**src/rtl/cpu_pipe_pkg.sv**
```systemverilog
// Shared definitions for the fetch/decode pipeline registers:
// occupancy state encoding and the default bubble instruction.
package cpu_pipe_pkg;

    typedef enum logic [1:0] {
        ST_EMPTY = 2'd0,
        ST_ONE   = 2'd1,
        ST_TWO   = 2'd2
    } pipe_state_e;

    localparam logic [31:0] DEFAULT_NOP_INST = 32'h0000_0000;

endpackage

```
**src/rtl/sat_counter.sv**
```systemverilog
// Saturating up-counter: counts cycles with inc high and sticks at all-ones.
// Cleared only by the synchronous active-low reset.
module sat_counter #(
    parameter int W = 16
) (
    input  logic         CLK,
    input  logic         RSTn,
    input  logic         inc,
    output logic [W-1:0] cnt
);

    logic [W-1:0] cnt_q;
    logic [W-1:0] cnt_d;

    always_comb begin
        cnt_d = cnt_q;
        if (inc && (cnt_q != {W{1'b1}})) begin
            cnt_d = cnt_q + W'(1);
        end
    end

    always_ff @(posedge CLK) begin
        if (!RSTn) begin
            cnt_q <= '0;
        end else begin
            cnt_q <= cnt_d;
        end
    end

    assign cnt = cnt_q;

endmodule

```
**src/rtl/if_id_pipe_reg.sv**
```systemverilog
// IF/ID pipeline register with valid/ready handshake and a one-entry skid
// buffer so in_ready comes straight from a flop; supports flush and stall counting.
module if_id_pipe_reg
    import cpu_pipe_pkg::*;
#(
    parameter int                INST_W   = 32,
    parameter int                ADDR_W   = 32,
    parameter logic [INST_W-1:0] NOP_INST = INST_W'(DEFAULT_NOP_INST),
    parameter int                CNT_W    = 16
) (
    input  logic              CLK,
    input  logic              RSTn,
    input  logic              in_valid,
    output logic              in_ready,
    input  logic [INST_W-1:0] in_inst,
    input  logic [ADDR_W-1:0] in_PCplus4,
    input  logic              flush,
    output logic              out_valid,
    input  logic              out_ready,
    output logic [INST_W-1:0] inst,
    output logic [ADDR_W-1:0] PCplus4,
    output logic [CNT_W-1:0]  stall_cnt
);

    pipe_state_e       state_q,     state_d;
    logic [INST_W-1:0] main_inst_q, main_inst_d;
    logic [ADDR_W-1:0] main_pc_q,   main_pc_d;
    logic [INST_W-1:0] skid_inst_q, skid_inst_d;
    logic [ADDR_W-1:0] skid_pc_q,   skid_pc_d;
    logic              out_valid_q, out_valid_d;
    logic              in_ready_q,  in_ready_d;

    logic accept;
    logic consume;

    assign accept  = in_valid & in_ready_q;
    assign consume = out_valid_q & out_ready;

    always_comb begin
        state_d     = state_q;
        main_inst_d = main_inst_q;
        main_pc_d   = main_pc_q;
        skid_inst_d = skid_inst_q;
        skid_pc_d   = skid_pc_q;

        if (flush) begin
            // Flush wins: the offered entry (if any) is accepted and dropped.
            state_d     = ST_EMPTY;
            main_inst_d = NOP_INST;
            main_pc_d   = '0;
        end else begin
            case (state_q)
                ST_EMPTY: begin
                    if (accept) begin
                        state_d     = ST_ONE;
                        main_inst_d = in_inst;
                        main_pc_d   = in_PCplus4;
                    end
                end
                ST_ONE: begin
                    if (accept && consume) begin
                        main_inst_d = in_inst;
                        main_pc_d   = in_PCplus4;
                    end else if (accept) begin
                        state_d     = ST_TWO;
                        skid_inst_d = in_inst;
                        skid_pc_d   = in_PCplus4;
                    end else if (consume) begin
                        state_d     = ST_EMPTY;
                        main_inst_d = NOP_INST;
                        main_pc_d   = '0;
                    end
                end
                ST_TWO: begin
                    if (consume) begin
                        state_d     = ST_ONE;
                        main_inst_d = skid_inst_q;
                        main_pc_d   = skid_pc_q;
                    end
                end
                default: begin
                    state_d     = ST_EMPTY;
                    main_inst_d = NOP_INST;
                    main_pc_d   = '0;
                end
            endcase
        end

        out_valid_d = (state_d != ST_EMPTY);
        in_ready_d  = (state_d != ST_TWO);
    end

    always_ff @(posedge CLK) begin
        if (!RSTn) begin
            state_q     <= ST_EMPTY;
            main_inst_q <= NOP_INST;
            main_pc_q   <= '0;
            out_valid_q <= 1'b0;
            in_ready_q  <= 1'b1;
        end else begin
            state_q     <= state_d;
            main_inst_q <= main_inst_d;
            main_pc_q   <= main_pc_d;
            out_valid_q <= out_valid_d;
            in_ready_q  <= in_ready_d;
        end
    end

    // Skid contents are only meaningful in ST_TWO, so they need no reset.
    always_ff @(posedge CLK) begin
        skid_inst_q <= skid_inst_d;
        skid_pc_q   <= skid_pc_d;
    end

    sat_counter #(
        .W (CNT_W)
    ) u_stall_cnt (
        .CLK  (CLK),
        .RSTn (RSTn),
        .inc  (out_valid_q & ~out_ready),
        .cnt  (stall_cnt)
    );

    assign out_valid = out_valid_q;
    assign in_ready  = in_ready_q;
    assign inst      = main_inst_q;
    assign PCplus4   = main_pc_q;

endmodule

```
**config.mk**
```make
export PLATFORM = sky130hd
export DESIGN_NAME = if_id_pipe_reg
export DESIGN_NICKNAME = d
export VERILOG_FILES = /design/src/rtl/cpu_pipe_pkg.sv /design/src/rtl/sat_counter.sv /design/src/rtl/if_id_pipe_reg.sv
export SDC_FILE = /design/constraint.sdc
export NUM_CORES = 1
export LEC_CHECK = 0
export CELL_PAD_IN_SITES_DETAIL_PLACEMENT = 1
export CELL_PAD_IN_SITES_GLOBAL_PLACEMENT = 2
export CORE_UTILIZATION = 34
export CTS_CLUSTER_SIZE = 30
export DETAILED_ROUTE_END_ITERATION = 16
export PLACE_DENSITY = 0.94
export SLEW_MARGIN = 10
export SYNTH_ARGS = -nofsm -noshare
export SYNTH_HDL_FRONTEND = slang
export SYNTH_SLANG_ARGS = --single-unit
```
**constraint.sdc**
```tcl
create_clock -name CLK -period 17.6 [get_ports CLK]
set_clock_uncertainty 0.1 [all_clocks]
set_input_delay 1.76 -clock CLK [delete_from_list [all_inputs] [get_ports CLK]]
set_output_delay 1.76 -clock CLK [all_outputs]
set_load 0.01 [all_outputs]
```
Yosys cells after proc, flatten, opt, wreduce, memory -nomap -nowiden
Index checks and enable logic that the tools add are counted.
{ "totals": {"mem_count": 0, "ram_bits": 0, "romBits": 0, "latchBits": 0, "regBits": 148, "inputBits": 69} }
{ "op_classes": {"bitwise": 7, "magnitude_cmp": 0, "n_mux": 17, "eq_ne": 8, "add_sub_neg": 1, "n_div": 0, "n_shift": 0, "reduce_logical": 7, "multipliers": 0} }
{ "ops": {"columns": ["operator", "n"], "rows": [
  ["32-bit two-way mux", 8],
  ["32-bit one-hot mux with 3 select lines", 2],
  ["16-bit by 1-bit adder with 16-bit output, second input constant", 1],
  ["16-bit inequality test, second input constant", 1],
  ["2-bit two-way mux", 6],
  ["4-bit AND reduction", 2],
  ["2-bit inequality test, second input constant", 3],
  ["3-bit inequality test, second input constant", 2],
  ["2-bit one-hot mux with 3 select lines", 1],
  ["1-bit NOT", 4],
  ["1-bit bitwise AND", 3],
  ["2-bit by 1-bit == test with 1-bit output, second input constant", 1],
  ["2-bit == test, second input constant", 1],
  ["1-bit logical AND", 2],
  ["2-bit zero test", 1],
  ["2-bit nonzero test", 1],
  ["2-bit OR reduction", 1]
]} }

Depth between registers and ports, before layout
Gate-level depths: netlist of run 1.
{ "logic_depth": {"ltp_word": 7, "ltp_mapped": 7} }

Cells and area by module
A second synthesis of run 1 with hierarchy kept.
{ "hier_totals": {"cells_unflattened": 626, "area_unflattened_um2": 6767.7} }
{ "by_module_without_submodules": {"columns": ["mod", "seq_area_each_um2", "area_each_um2", "cells_per_inst", "instances"], "rows": [
  ["if_id_pipe_reg", 3283.1, 5930.7, 529, 1],
  ["sat_counter", 320.3, 837.1, 97, 1]
]} }

Least setup slack after synthesis of run 1
No wires, ideal clock.
{ "synth_path": {"path_type": "input to register", "start": "in flush", "end": "reg skid_inst_q[0], enable pin", "required_ns": 16.849, "path_slack_ns": 8.810, "arrival_ns": 8.039, "n_path_buf": 0, "cell_stages": 1, "path_cell_list": "nor4_1"} }
{ "synth_via": {"elab_chain_len": 2} }
{ "synth_lines": {"columns": ["element", "line", "text"], "rows": [
  ["start, declared", "if_id_pipe_reg.sv:17", "input logic flush,"],
  ["1-bit NOT (no source line)", null, null],
  ["4-bit AND reduction (no source line)", null, null],
  ["end signal, assigned", "if_id_pipe_reg.sv:111", "skid_inst_q <= skid_inst_d;"],
  ["end, declared", "if_id_pipe_reg.sv:28", "logic [INST_W-1:0] skid_inst_q, skid_inst_d;"]
]} }
No other way between the ends.
A chain may end at the register's enable or synchronous reset.

Final worst setup path of run 1
{ "layout_path": {"start": "in RSTn", "end": "reg main_inst_q[14] (netlist: inst[14])"} }
{ "layout_via": {"elab_chain_len": 2} }
{ "layout_lines": {"columns": ["element", "line", "text"], "rows": [
  ["start, declared", "if_id_pipe_reg.sv:12", "input logic RSTn,"],
  ["1-bit NOT (no source line)", null, null],
  ["2-bit OR reduction (no source line)", null, null],
  ["end signal, assigned", "if_id_pipe_reg.sv:102", "main_inst_q <= main_inst_d;"],
  ["end, declared", "if_id_pipe_reg.sv:26", "logic [INST_W-1:0] main_inst_q, main_inst_d;"]
]} }
No other way between the ends.

==> results.md, run 1 <==
| Parameter | Reported |
|---|---|
| Number of hold buffers added after cts | 0 |
| Global router's overall resource usage | 18.9% |
| Sinks on the clock net | 148 |
| Slew of the pin with the lowest slew margin | 0.767 ns |
| Number of synthesized flops with an enable pin | 64 |
| Data arrival, critical path | 4.45 ns |
| Number of maximum-capacitance violations | 0 |
| Number of gates resized after cts | 0 |
| I/O pin total | 151 |
| Buffer cell driving the clock tree root | clkbuf_16 |
| Cell area power density | 102 nW/µm² |
| Peak ir drop on the vdd network | 0.0000625 V |
| Insertion delay of the later-clocked pin in the worst-skew pair | 0.41 ns |
| CTS tree | yes |
| Total via count in the routed design | 4,138 |
| Number of global-route vias before repair | 4,390 |
| Overall overflow remaining after global route | 0 |
| Synth Register Bits | 148 |
| Detailed Place HPWL | 9.63 mm |
| R2r setup slk | 15.30 ns |
| Fillers | 1,581 |
| Most frequently used flop master after synthesis | dfxtp_1 |
| Syn avg cell area | 13.3 µm² |
| Proportion of layout cells with a drive suffix above 1 | 8.44% |
| Post-Syn Nets | 480 |
| # DRC | 0 |
| First-pass GRT wire length | 23.9 mm |
| Highest clock frequency the design can meet | 237 MHz |
| Setup violation total in the final timing report | 0 |
| Reg2Reg Depth | 5 |
| Number of failing hold endpoints at the final stage | 0 |
| Post-synthesis async set-or-reset flop share | 0% |
| Final estimated routing congestion in global placement | 0.749 |
| Floorplan die width | 129 µm |
| NumNets Final | 626 |
| Max Root-Sink Buffers | 2 |
| Synthesized cell area | 5440 µm² |
| Seq. cell area | 3600 µm² |
| Leakage power total | 2.52 nW |
| Kind of critical path | in -> reg |
| Largest net degree at the start of global routing | 66 |
| Status | finished, final reports clean |
| Initial DRC Count | 241 |
| Worst-path clk slew | 0.06 ns |
| Multi-input logic area | 1710 µm² |
| Class of the worst hold path | reg -> reg |
| Depth of the CTS H-tree | 4 |
| Gate count after technology mapping | 410 |
| Tightest hold margin | 0.366 ns |
| Worst endpoint required time | 17.83 ns |
| Register area share after synthesis | 66.2% |
| Worst reg2reg path startpoint | out_valid$_SDFF_PN0_ |
| Number of antenna cells inserted | 0 |
| Total length of routed wires | 15.0 mm |
| Initial antenna violation count | 0 |
| Routed len/inst | 19.3 µm |
| Growth of design area from synthesis to finish | 42.3% |
| RSZ-0062 raised after global routing | no |
| Slew Limit Fails | 0 |
| Floorplan die area | 16,500 µm² |
| Worst Setup SP | RSTn |
| Average vias per placed instance | 5.31 |
| TritonCTS buffer count | 17 |
| Reg2Reg Capture Point | inst[14]$_SDFFE_PP0P_ |
| Die height | 129 µm |
| Min cycle time layout | 4.22 ns |
| Startpoint of the most critical hold path | inst[0]$_SDFFE_PP0P_ |
| Core outline area | 15,400 µm² |
| Initial Util | 35.3% |
| Relative slew margins | 48.9% |
| IO buf count | 150 |
| Number of buffers added for setup after CTS | 0 |
| Distinct cells, synth | 44 |
| Detailed-routing iteration count for the pre-antenna-repair pass | 4 |
| Setup TNS | 0 ns |
| Total number of placement rows | 45 |
| CP Capture Point | inst[14]$_SDFFE_PP0P_ |
| Setup crit start kind | primary input |
| Synth warn | 0 |
| Kind of end point of the critical path | flop |
| Highest net fanout along the worst path | 43 |
| Final worst-path cycle share | 24.0% |
| Count of nets left with antenna violations after detail routing | 0 |
cell type report:
| class | instances | share of cell area [%] |
|---|---|---|
| Clock buffer | 22 | 6.27 |
| Clock inverter | 10 | 1.55 |
| Sequential cell | 148 | 46.5 |
| Timing Repair Buffer | 157 | 20.1 |
| Tap cell | 211 | 3.41 |
| Inverter | 3 | 0.145 |
| Multi-Input combinational cell | 229 | 22.0 |
cells in the mapped netlist (all sizes together), types with 2 or more instances:
| master | number | share of area (%) |
|---|---|---|
| mux2i | 7 | 1.3 |
| and3b | 2 | 0.32 |
| nor4 | 5 | 0.85 |
| o2bb2ai | 64 | 10 |
| a21oi | 8 | 0.74 |
| nor3 | 2 | 0.18 |
| dfxtp | 84 | 31 |
| o31ai | 2 | 0.28 |
| buf | 15 | 1.4 |
| nor2 | 9 | 0.62 |
| nand2b | 8 | 0.92 |
| and3 | 3 | 0.37 |
| or4 | 3 | 0.48 |
| a22oi | 63 | 8.7 |
| a211oi | 2 | 0.28 |
| a31oi | 2 | 0.23 |
| clkbuf | 14 | 0.97 |
| o21ai | 4 | 0.37 |
| inv | 3 | 0.21 |
| edfxtp | 64 | 35 |
| or3 | 3 | 0.34 |
| nand4 | 5 | 0.57 |
| nand3 | 8 | 0.83 |
| nand2 | 13 | 0.90 |
| nor2b | 2 | 0.23 |
kinds of logic after synthesis:
group	after synthesis	share of synthesized area, %
AOI/OAI and AO/OA	152	22.0
xor gates and xnor gates	1	0.161
adders and majority gates	1	0.230
buffers and inverters	33	2.71
DFF	148	66.2
muxes	8	1.49
and+or+nand+nor	67	7.17
sequential cells by signal (all words and copies together) (netlist names):
signal           flops
u_stall_cnt.cnt     16
inst                32
skid_inst_q         32
in_ready             1
PCplus4             32
skid_pc_q           32
out_valid            1
state_q              2
report_power, final:
group | switching, W | internal, W
sequential | 0.00000446 | 0.000366
combinational | 0.0000264 | 0.0000308
clock | 0.000141 | 0.000226
total | 0.000172 | 0.000622
stage by stage:
stage | setup slack [ns] | power (W) | util [%] | std cells | instance area, µm²
finish | 13.38 | 0.000794 | 50.2 | 780 | 7740
global route | 13.17 | 0.000824 | 50.2 | 780 | 7740
CTS | 13.41 | 0.000807 | 50.2 | 780 | 7740
detailed placement | 12.97 | 0.000435 | 46.3 | 748 | 7140
global placement | 13.09 | 0.000433 | 46.3 | 748 | 7140
floorplan | 8.81 | 0.000399 | - | 410 | 5440
worst min path at each step:
stage	slack, ns	to	cells past startpoint
floorplan	0.39	PCplus4[0]$_SDFFE_PP0P_	1
global placement	0.35	inst[19]$_SDFFE_PP0P_	1
detailed placement	0.35	inst[12]$_SDFFE_PP0P_	1
CTS	0.37	inst[12]$_SDFFE_PP0P_	1
global route	0.38	PCplus4[11]$_SDFFE_PP0P_	1
finish	0.37	inst[0]$_SDFFE_PP0P_	1
placed cells by master, fill, tap and decap left out, types with 2 or more instances in the layout:
cell type        netlist  final
clkinv_2               0      2
dfxtp_1               84     84
o31ai_1                2      2
nor3_1                 2      2
a211oi_1               2      2
o21ai_0                4      4
clkinvlp_4             0      2
edfxtp_1              64     64
clkbuf_16              0     18
nand2_1               13     13
clkbuf_8               0      2
a22oi_1               63     63
nand4_1                5      5
a21oi_1                8      8
mux2i_1                7      7
clkinv_4               0      2
inv_1                  3      3
nor2_1                 9      9
or4_1                  2      2
buf_4                  0      7
clkdlybuf4s50_1        0    150
inv_6                  0      2
or3_1                  3      3
clkbuf_1              14      2
nor2b_1                2      2
nor4_1                 4      3
o2bb2ai_1             64     64
and3_1                 2      2
bufinv_16              0      2
a31oi_1                2      2
nand2b_1               8      7
nand3_1                7      7
layer usage:
layer	global-route usage [%]	vias up	part of all wire (%)	routed length [µm]
li1	-	1940	-	-
met1	22.8	2073	44	6630
met2	31.7	114	49	7430
met3	6.74	11	5.8	874
met4	5.33	0	0.69	103
met5	0	-	0	0
worst max-delay path: stages:
cell,delay (ns)
clkdlybuf4s50_1,0.84
nand2b_1,0.31
nor4b_1,0.36
a21o_2,0.43
buf_4,0.52
o2bb2ai_1,0.20
Note: power is estimated with default switching activity, not from simulation.
==> run 2: changes to the inputs <==
--- a/config.mk
+++ b/config.mk
@@ -7,10 +7,10 @@
 export LEC_CHECK = 0
 export CELL_PAD_IN_SITES_DETAIL_PLACEMENT = 1
 export CELL_PAD_IN_SITES_GLOBAL_PLACEMENT = 2
-export CORE_UTILIZATION = 34
+export CORE_UTILIZATION = 28
 export CTS_CLUSTER_SIZE = 30
 export DETAILED_ROUTE_END_ITERATION = 16
-export PLACE_DENSITY = 0.94
+export PLACE_DENSITY = 0.84
 export SLEW_MARGIN = 10
 export SYNTH_ARGS = -nofsm -noshare
 export SYNTH_HDL_FRONTEND = slang
==> constraint.sdc (replaced) <==
create_clock -name CLK -period 3.7 [get_ports CLK]
set_clock_uncertainty 0.1 [all_clocks]
set_input_delay 0.37 -clock CLK [delete_from_list [all_inputs] [get_ports CLK]]
set_output_delay 0.37 -clock CLK [all_outputs]
set_load 0.01 [all_outputs]
==> results.md, run 2 (synthesis gave the netlist of run 1 again) <==
| Parameter | Reported |
|---|---|
| Net switching fraction of the power | 20.1% |
| Worst setup timing slack at the placement stage | 1.07 ns |
| Routed len/inst | 18.7 µm |
| Number of buffers added for setup after CTS | 0 |
| Fillers | 2,002 |
| Growth of design area from synthesis to finish | 45.2% |
| Highest clock frequency the design can meet | 463 MHz |
| Total via count in the routed design | 4,136 |
| Number of antenna cells inserted | 0 |
| Initial DRC Count | 212 |
| Number of gates resized after cts | 0 |
| Most common cell after layout, fill and taps aside | clkdlybuf4s50_1 |
| Die height | 141 µm |
| Number of hold buffers added after cts | 0 |
| Most utilized layer in the global route result | met2 |
| Number of failing hold endpoints at the final stage | 0 |
| Slowest stage cell on the critical path | nand2b_2 |
| Final total power | 0.00397 W |
| Worst reg2reg path startpoint | state_q[1]$_SDFF_PN0_ |
| Proportion of layout cells with a drive suffix above 1 | 8.22% |
| # DRC | 0 |
| Global routing met1 resource utilization | 20.7% |
| Power dissipated by switching net loads | 0.000800 W |
| Depth of the CTS H-tree | 4 |
| Crit path largest cell delay | 0.61 ns |
| End point of the most critical hold path | inst[27]$_SDFFE_PP0P_ |
| Design internal power | 0.00317 W |
| Setup crit start kind | primary input |
| Multi-input logic area | 1720 µm² |
| Global router's overall resource usage | 15.8% |
| Max Root-Sink Buffers | 2 |
| Slew of the pin with the lowest slew margin | 0.777 ns |
| Total number of placement rows | 50 |
| Setup violation total in the final timing report | 0 |
| Sinks on the clock net | 148 |
| Clk pwr share | 48.6% |
| Floorplan die width | 141 µm |
| Kind of critical path | in -> reg |
| Relative slew margins | 48.2% |
| Overall overflow remaining after global route | 0 |
| Combinational group share of total power | 7.0% |
| Final setup slack of the worst path | 1.54 ns |
| Number of cells on the worst hold path | 1 |
| Kind of end point of the critical path | flop |
| Highest-count cells in the layout ignoring fill and taps | clkdlybuf4s50_1, dfxtp_1, o2bb2ai_1, edfxtp_1, a22oi_1 |
| Final estimated routing congestion in global placement | 0.773 |
| Peak ir drop on the vdd network | 0.000292 V |
| Total length of routed wires | 15.5 mm |
| Final worst-path cycle share | 58.4% |
| Worst endpoint required time | 3.93 ns |
| Data arrival, critical path | 2.39 ns |
| Slew Limit Fails | 0 |
| Count of nets left with antenna violations after detail routing | 0 |
| Buffer cell driving the clock tree root | clkbuf_16 |
| Reg2Reg Depth | 5 |
| Cell area power density | 503 nW/µm² |
| Initial Util | 28.8% |
| Number of global-route vias before repair | 4,324 |
| First-pass GRT wire length | 24.2 mm |
| Average vias per placed instance | 4.97 |
| Detailed-routing iteration count for the pre-antenna-repair pass | 5 |
| Number of maximum-capacitance violations | 0 |
| GR Util met2 | 25.1% |
| R2r setup slk | 1.71 ns |
| Detailed Place HPWL | 10.0 mm |
| Reg2Reg Capture Point | PCplus4[28]$_SDFFE_PP0P_ |
| Setup TNS | 0 ns |
| Startpoint of the most critical hold path | inst[27]$_SDFFE_PP0P_ |
| Floorplan die area | 20,000 µm² |
| Leakage power total | 2.56 nW |
| Status | finished, final reports clean |
| Met3 demand-to-capacity share in global routing | 4.15% |
| I/O pin total | 151 |
| RSZ-0062 raised after global routing | no |
| Initial antenna violation count | 0 |
| Seq. cell area | 3600 µm² |
| CTS tree | yes |
| Insertion delay of the later-clocked pin in the worst-skew pair | 0.41 ns |
| Core outline area | 18,900 µm² |
| Class of the worst hold path | reg -> reg |
| NumNets Final | 629 |
| Final core utilization | 41.8% |
| Min cycle time layout | 2.16 ns |
| IO buf count | 150 |
| Worst-path clk slew | 0.06 ns |
| TritonCTS buffer count | 17 |
| List of cells traversed by the critical path | clkdlybuf4s50_1, buf_4, nand2b_1, nand2b_2, buf_12, o2bb2ai_1 |
| Flop pwr share | 44.3% |
| Highest net fanout along the worst path | 33 |
| Largest net degree at the start of global routing | 42 |
## run 2: worst max-delay path: cells and delay by family
kind / cells / cell delay [ns]
simple gates: 2 / 0.82
buf+inv: 3 / 1.04
compound gates: 1 / 0.16
## run 2: layout make-up
cell class | instances | area share, %
Sequential cell | 148 | 45.6
Multi-Input combinational cell | 229 | 21.7
Timing Repair Buffer | 160 | 20.1
Clock buffer | 22 | 5.75
Tap cell | 260 | 4.12
Clock inverter | 10 | 2.58
Inverter | 3 | 0.142
## run 2: power by group through the flow
stage                     combinational [W]  sequential, W  clock (W)
after floorplan                   0.0000961        0.00180          0
after global placement             0.000271        0.00179          0
after detailed placement           0.000282        0.00179          0
after CTS                          0.000283        0.00176    0.00199
after global routing               0.000300        0.00176    0.00205
final                              0.000280        0.00176    0.00193
## run 2: stage by stage
step | instance area [µm²] | hold slack, ns | instances
2_1_floorplan | 5460 | 0.369 | 410
3_3_place_gp | 7240 | 0.347 | 800
3_5_place_dp | 7240 | 0.349 | 800
4_1_cts | 7900 | 0.366 | 832
5_1_grt | 7900 | 0.375 | 832
6_report | 7900 | 0.366 | 832
## run 2: routing by layer
layer | part of all wire, % | routed length (µm) | vias up
li1 | - | - | 1945
met1 | 48 | 7390 | 2081
met2 | 48 | 7440 | 108
met3 | 4.3 | 664 | 2
met4 | 0.32 | 50 | 0
met5 | 0 | 0 | -
## run 2: how the worst max path moves through the flow
stage / start / end / slack, ns
final: RSTn / inst[18]$_SDFFE_PP0P_ / 1.54
after global placement: RSTn / PCplus4[6]$_SDFFE_PP0P_ / 1.21
after detailed placement: RSTn / inst[18]$_SDFFE_PP0P_ / 1.07
after global routing: RSTn / PCplus4[4]$_SDFFE_PP0P_ / 1.38
after floorplan: out_valid$_SDFF_PN0_ / skid_inst_q[0]$_DFFE_PP_ / 0.48
after CTS: RSTn / PCplus4[18]$_SDFFE_PP0P_ / 1.51
